--- src/rtl/instruction_fetch_sequencer.sv ---
// instruction_fetch_sequencer
//   Reads one 16-bit instruction as two little-endian bytes from a byte-wide
//   memory and drives the instruction register byte-load interface (IR_LH,
//   IR_Write, IR_I). Owns the program counter, which steps once per byte.
//   Optional feature macro: FETCH_TIMEOUT_EN adds a memory-ack timeout that
//   aborts the fetch through an ERR state and pulses fetch_err.
//   All outputs are decoded from registered state; there is no input-to-output path.
module instruction_fetch_sequencer #(
   parameter int                ADDR_W         = 16,
   parameter logic [ADDR_W-1:0] RESET_PC       = '0,
   parameter int                TIMEOUT_CYCLES = 8
) (
   input  logic              Clock,
   input  logic              Reset,
   input  logic              fetch_start,
   input  logic              pc_load,
   input  logic [ADDR_W-1:0] pc_in,
   input  logic              mem_ack,
   input  logic [7:0]        mem_rdata,
   output logic              mem_req,
   output logic [ADDR_W-1:0] mem_addr,
   output logic              IR_LH,
   output logic              IR_Write,
   output logic [7:0]        IR_I,
   output logic [ADDR_W-1:0] pc_out,
   output logic              busy,
   output logic              fetch_done,
   output logic              fetch_err
);

`ifdef FETCH_TIMEOUT_EN
   typedef enum logic [2:0] {
      S_IDLE, S_REQ_LO, S_WR_LO, S_REQ_HI, S_WR_HI, S_DONE, S_ERR
   } state_t;
`else
   typedef enum logic [2:0] {
      S_IDLE, S_REQ_LO, S_WR_LO, S_REQ_HI, S_WR_HI, S_DONE
   } state_t;
`endif

   state_t            r_state;
   state_t            w_next;
   logic [ADDR_W-1:0] r_pc;
   logic [7:0]        r_byte;
   logic              w_in_req;

   assign w_in_req = (r_state == S_REQ_LO) || (r_state == S_REQ_HI);

`ifdef FETCH_TIMEOUT_EN
   localparam int TMO_W = $clog2(TIMEOUT_CYCLES + 1);
   logic [TMO_W-1:0] r_tmo;
   logic             w_tmo_hit;

   // The last permitted wait cycle: no ack now means the budget is spent.
   assign w_tmo_hit = (r_tmo == TMO_W'(TIMEOUT_CYCLES - 1));

   // Wait counter: held at zero outside request states, so every request starts fresh.
   always_ff @(posedge Clock or posedge Reset) begin
      if (Reset) begin
         r_tmo <= '0;
      end else if (!w_in_req) begin
         r_tmo <= '0;
      end else if (!mem_ack) begin
         r_tmo <= r_tmo + 1'b1;
      end
   end
`else
   // Timeout depth has no meaning without the timeout logic.
   logic w_unused_cfg;
   assign w_unused_cfg = (TIMEOUT_CYCLES != 0);
`endif

   // State register.
   always_ff @(posedge Clock or posedge Reset) begin
      if (Reset) begin
         r_state <= S_IDLE;
      end else begin
         r_state <= w_next;
      end
   end

   // Next-state selection and Moore output decode.
   always_comb begin
      w_next     = r_state;
      mem_req    = 1'b0;
      IR_Write   = 1'b0;
      IR_LH      = 1'b0;
      IR_I       = 8'h00;
      fetch_done = 1'b0;
      fetch_err  = 1'b0;
      case (r_state)
         S_IDLE: begin
            // A PC load takes priority; the fetch request is dropped that cycle.
            if (!pc_load && fetch_start) w_next = S_REQ_LO;
         end
         S_REQ_LO: begin
            mem_req = 1'b1;
            if (mem_ack) w_next = S_WR_LO;
`ifdef FETCH_TIMEOUT_EN
            else if (w_tmo_hit) w_next = S_ERR;
`endif
         end
         S_WR_LO: begin
            IR_Write = 1'b1;
            IR_I     = r_byte;
            w_next   = S_REQ_HI;
         end
         S_REQ_HI: begin
            mem_req = 1'b1;
            if (mem_ack) w_next = S_WR_HI;
`ifdef FETCH_TIMEOUT_EN
            else if (w_tmo_hit) w_next = S_ERR;
`endif
         end
         S_WR_HI: begin
            IR_Write = 1'b1;
            IR_LH    = 1'b1;
            IR_I     = r_byte;
            w_next   = S_DONE;
         end
         S_DONE: begin
            fetch_done = 1'b1;
            w_next     = fetch_start ? S_REQ_LO : S_IDLE;
         end
`ifdef FETCH_TIMEOUT_EN
         S_ERR: begin
            fetch_err = 1'b1;
            w_next    = S_IDLE;
         end
`endif
         default: w_next = S_IDLE;
      endcase
   end

   // PC and byte capture: PC loads only when idle; each accepted byte advances PC (wraps).
   always_ff @(posedge Clock or posedge Reset) begin
      if (Reset) begin
         r_pc   <= RESET_PC;
         r_byte <= 8'h00;
      end else if ((r_state == S_IDLE) && pc_load) begin
         r_pc <= pc_in;
      end else if (w_in_req && mem_ack) begin
         r_byte <= mem_rdata;
         r_pc   <= r_pc + {{(ADDR_W-1){1'b0}}, 1'b1};
      end
   end

   assign mem_addr = r_pc;
   assign pc_out   = r_pc;
   assign busy     = (r_state != S_IDLE);

endmodule

--- config.mk ---
export PLATFORM = sky130hd
export DESIGN_NAME = instruction_fetch_sequencer
export DESIGN_NICKNAME = d
export VERILOG_FILES = /design/src/rtl/instruction_fetch_sequencer.sv
export SDC_FILE = /design/constraint.sdc
export NUM_CORES = 1
export LEC_CHECK = 0
export CORE_UTILIZATION = 30
export CTS_BUF_LIST = sky130_fd_sc_hd__clkbuf_4 sky130_fd_sc_hd__clkbuf_8
export DETAILED_ROUTE_END_ITERATION = 8
export GPL_TIMING_DRIVEN = 1
export SLEW_MARGIN = 5
export SYNTH_ARGS = -nofsm -noshare
export SYNTH_HDL_FRONTEND = slang
export SYNTH_SLANG_ARGS = --single-unit
--- constraint.sdc ---
create_clock -name Clock -period 3.1 [get_ports Clock]
set_input_delay 0.465 -clock Clock [delete_from_list [all_inputs] [get_ports Clock]]
set_output_delay 0.465 -clock Clock [all_outputs]
set_load 0.01 [all_outputs]
==> results_dict.tcl <==
set metrics [dict create \
    wl_met2_um 1969 \
    dr_total_vias 1586 \
    grt.total_usage_pct 14.98 \
    status "complete, no violations" \
    grt_pass1_vias 1500 \
    p_comb_share_pct 55.4 \
    routed_wl_um 4334 \
    top_layer "met4" \
    clockRootBuffer "clkbuf_8" \
    slowest_stage "clkdlybuf4s50_1" \
    viasPerCell 4.941 \
    finalNetCount 280 \
    wl_per_cell_um 13.50 \
    antenna_found_initial 0 \
    yosys_warnings 0 \
    netlist_top_cells_area "dfrtp_1 (40%), nand2_1 (9.4%), buf_4 (7.5%)" \
    core_mm2 0.005507 \
    finalSetupTns_ns 0 \
    synth-edff-count 0 \
    synth-seq-cells 27 \
    synth.distinct_cells 51 \
    drtAntennaViolNets 0 \
    numClockSinks 27 \
    post_cts_buffers 0 \
    seq_area_frac_synth_pct 39.50 \
    clk_path_buf_depth 2 \
    crit_path_end_kind "primary output" \
    post_cts_resized 0 \
    clk_pin_slew_worst_paths_ns 0.10 \
    hold_viol 0 \
    io_pins 75 \
    syn_area_mm2 0.001710 \
    synth_top_area_share_pct 39.50 \
    cpPeakStageDelay_ns 0.54 \
    fmax_ghz 0.3829 \
    worst_slew_pin_slew_ns 0.8261 \
    final.min_clock_period_ns 2.612 \
    dieArea_mm2 0.006007 \
    drt_iter0_markers 163 \
    critPathKind "register to primary output" \
    async_reset_ff_share_pct 100.0 \
    switchingPower_mw 0.8962 \
    worst-path-buf-inv 1 \
    final_common_cell "clkdlybuf4s50_1" \
    cp_max_fo 12 \
    swShare_pct 40.90 \
    finalSetupViolCount 0 \
    ys.flop_type "dfrtp_1" \
    cts_tree "yes" \
    remaining_drc_errors 0 \
    p_clk_share_pct 9.5 \
    port-buffer-count 73 \
    worstSetupStartpointType "register" \
    critical_path.top_delay_family "simple AND/OR/NAND/NOR gates" \
    crit_path_cell_trace "xnor2_1, nor2_1, and2_1, clkdlybuf4s50_1" \
    clk_latency_ns 0.27 \
    p_seq_share_pct 35.1 \
    htreeDepth 1 \
    internal_power_mw 1.295 \
    dr_wl_met3_um 321 \
    hpwlAfterDp_um 3044 \
    rsz0062_at_grt "false" \
    start_util_pct 31.06 \
    place.gp.congestion 0.7853 \
    min_period_over_period_pct 84.25 \
    powerDensity_mw_per_mm2 902.8 \
    die_h_um 77.51 \
    critPathArrivalTime_ns 2.15 \
    dr.pass1.iters 4 \
    numCtsBuffers 3 \
    drive_above_1_share_pct 7.631 \
    synthCells 194 \
    fin_skew_ns 0.005669 \
    required_ns 2.63 \
    hold_path.class "register to register" \
    syn_nets 224 \
    antennaDiodeCount 0 \
    overflow 0 \
    ir_worst_vdd_v 0.0003372 \
    core.rowCount 27 \
    power.total_mw 2.191 \
    grt_pass1_wl_um 7210 \
    grt_max_degree 28 \
    met1Wirelength_um 2017 \
    slew-limit-headroom_pct 44.72 \
    avgSynthCellArea_um2 8.816 \
    slew_violations 0 \
    layout_common_cells "clkdlybuf4s50_1 (73), nand2_1 (43), dfrtp_1 (27)" \
    cts_hold_repair.buffers 0 \
    maxCapViolCount 0 \
    die_width_um 77.51 \
    yosys.area.top_type "dfrtp_1" \
    synthToLayoutAreaGrowth_pct 41.92 \
    power.static_leakage_nw 1.001 \
]
==> synth_stat cells, types with 2 or more instances <==
library cell and count:
nand3_1 4, and2_1 9, a32oi_1 2, o311ai_0 3, nand2_1 43, a22oi_1 3
nor4_1 2, nor2_1 10, buf_6 2, a21o_1 2, inv_1 5, buf_4 17
a21oi_1 6, mux2i_1 2, o211ai_1 3, dfrtp_1 27, buf_2 5, nand4_1 6
a221o_1 3, and3_1 3, o21ai_0 7
==> per-stage QoR <==
stage | utilization [%] | setup slack, ns | instances | instance area, um2 | hold slack, ns
final | 44.08 | 0.4884 | 321 | 2427 | 0.4792
after floorplan | - | 1.284 | 194 | 1710 | 0.4374
after CTS | 44.08 | 0.4596 | 321 | 2427 | 0.4881
after global placement | 43.19 | 0.6704 | 317 | 2379 | 0.4497
after global routing | 44.08 | 0.3525 | 321 | 2427 | 0.5006
after detailed placement | 43.19 | 0.6536 | 317 | 2379 | 0.4570
==> routing by layer <==
| metal | vias to the layer above | track usage (%) |
|---|---|---|
| li1 | 784 | - |
| met1 | 730 | 19.78 |
| met2 | 68 | 24.78 |
| met3 | 4 | 3.412 |
| met4 | 0 | 3.396 |
| met5 | - | 0 |
==> cell type report <==
class | instances | area (um2)
clock buffers | 3 | 41.29
multi-input cells | 136 | 833.3
inverters | 5 | 18.77
fillers | 558 | 3079
repair buffers | 77 | 760.7
flip-flops and latches | 27 | 675.6
clock inverters | 1 | 7.507
well taps | 72 | 90.09
==> cell families after synthesis <==
kind of cell,share of synthesized area (%)
AO/OA/AOI/OAI,16.24
XOR/XNOR,1.024
adder cells (fa/ha/maj),0.7314
buffers and inverters,11.78
flip-flops,39.50
multiplexers,1.170
other,0.2192
AND/OR/NAND/NOR,29.34
==> power groups by stage <==
| stage | logic, mW | registers [mW] | clock network, mW |
|---|---|---|---|
| 6_report | 1.21 | 0.769 | 0.207 |
| 5_1_grt | 1.33 | 0.810 | 0.230 |
| 4_1_cts | 1.23 | 0.772 | 0.216 |
| 3_5_place_dp | 1.22 | 0.776 | 0 |
| 3_3_place_gp | 1.21 | 0.775 | 0 |
| 2_1_floorplan | 0.752 | 0.728 | 0 |
==> registers in the layout, indices dropped and copies added (netlist names) <==
name / cells
r_byte: 8
mem_addr: 16
r_state: 3
==> worst min-delay path, stage by stage (launching register included) <==
cell	delay, ns
dfrtp_1	0.35
nand2_1	0.05
nand2_1	0.05
==> worst paths after layout <==
check / from / endpoint / slack [ns] / depth (start not counted)
max: r_state[2] / IR_I[6] / 0.49 / 4
min: r_byte[1] / r_byte[1] / 0.48 / 2
max reg2reg: r_state[2] / mem_addr[11] / 1.00 / 3
min reg2reg: r_byte[1] / r_byte[1] / 0.48 / 2
max in group asynchronous: Reset / mem_addr[12] / 2.29 / 3
min in group asynchronous: Reset / r_byte[0] / 0.54 / 3
No activity file was read; power rests on OpenSTA's default activity.
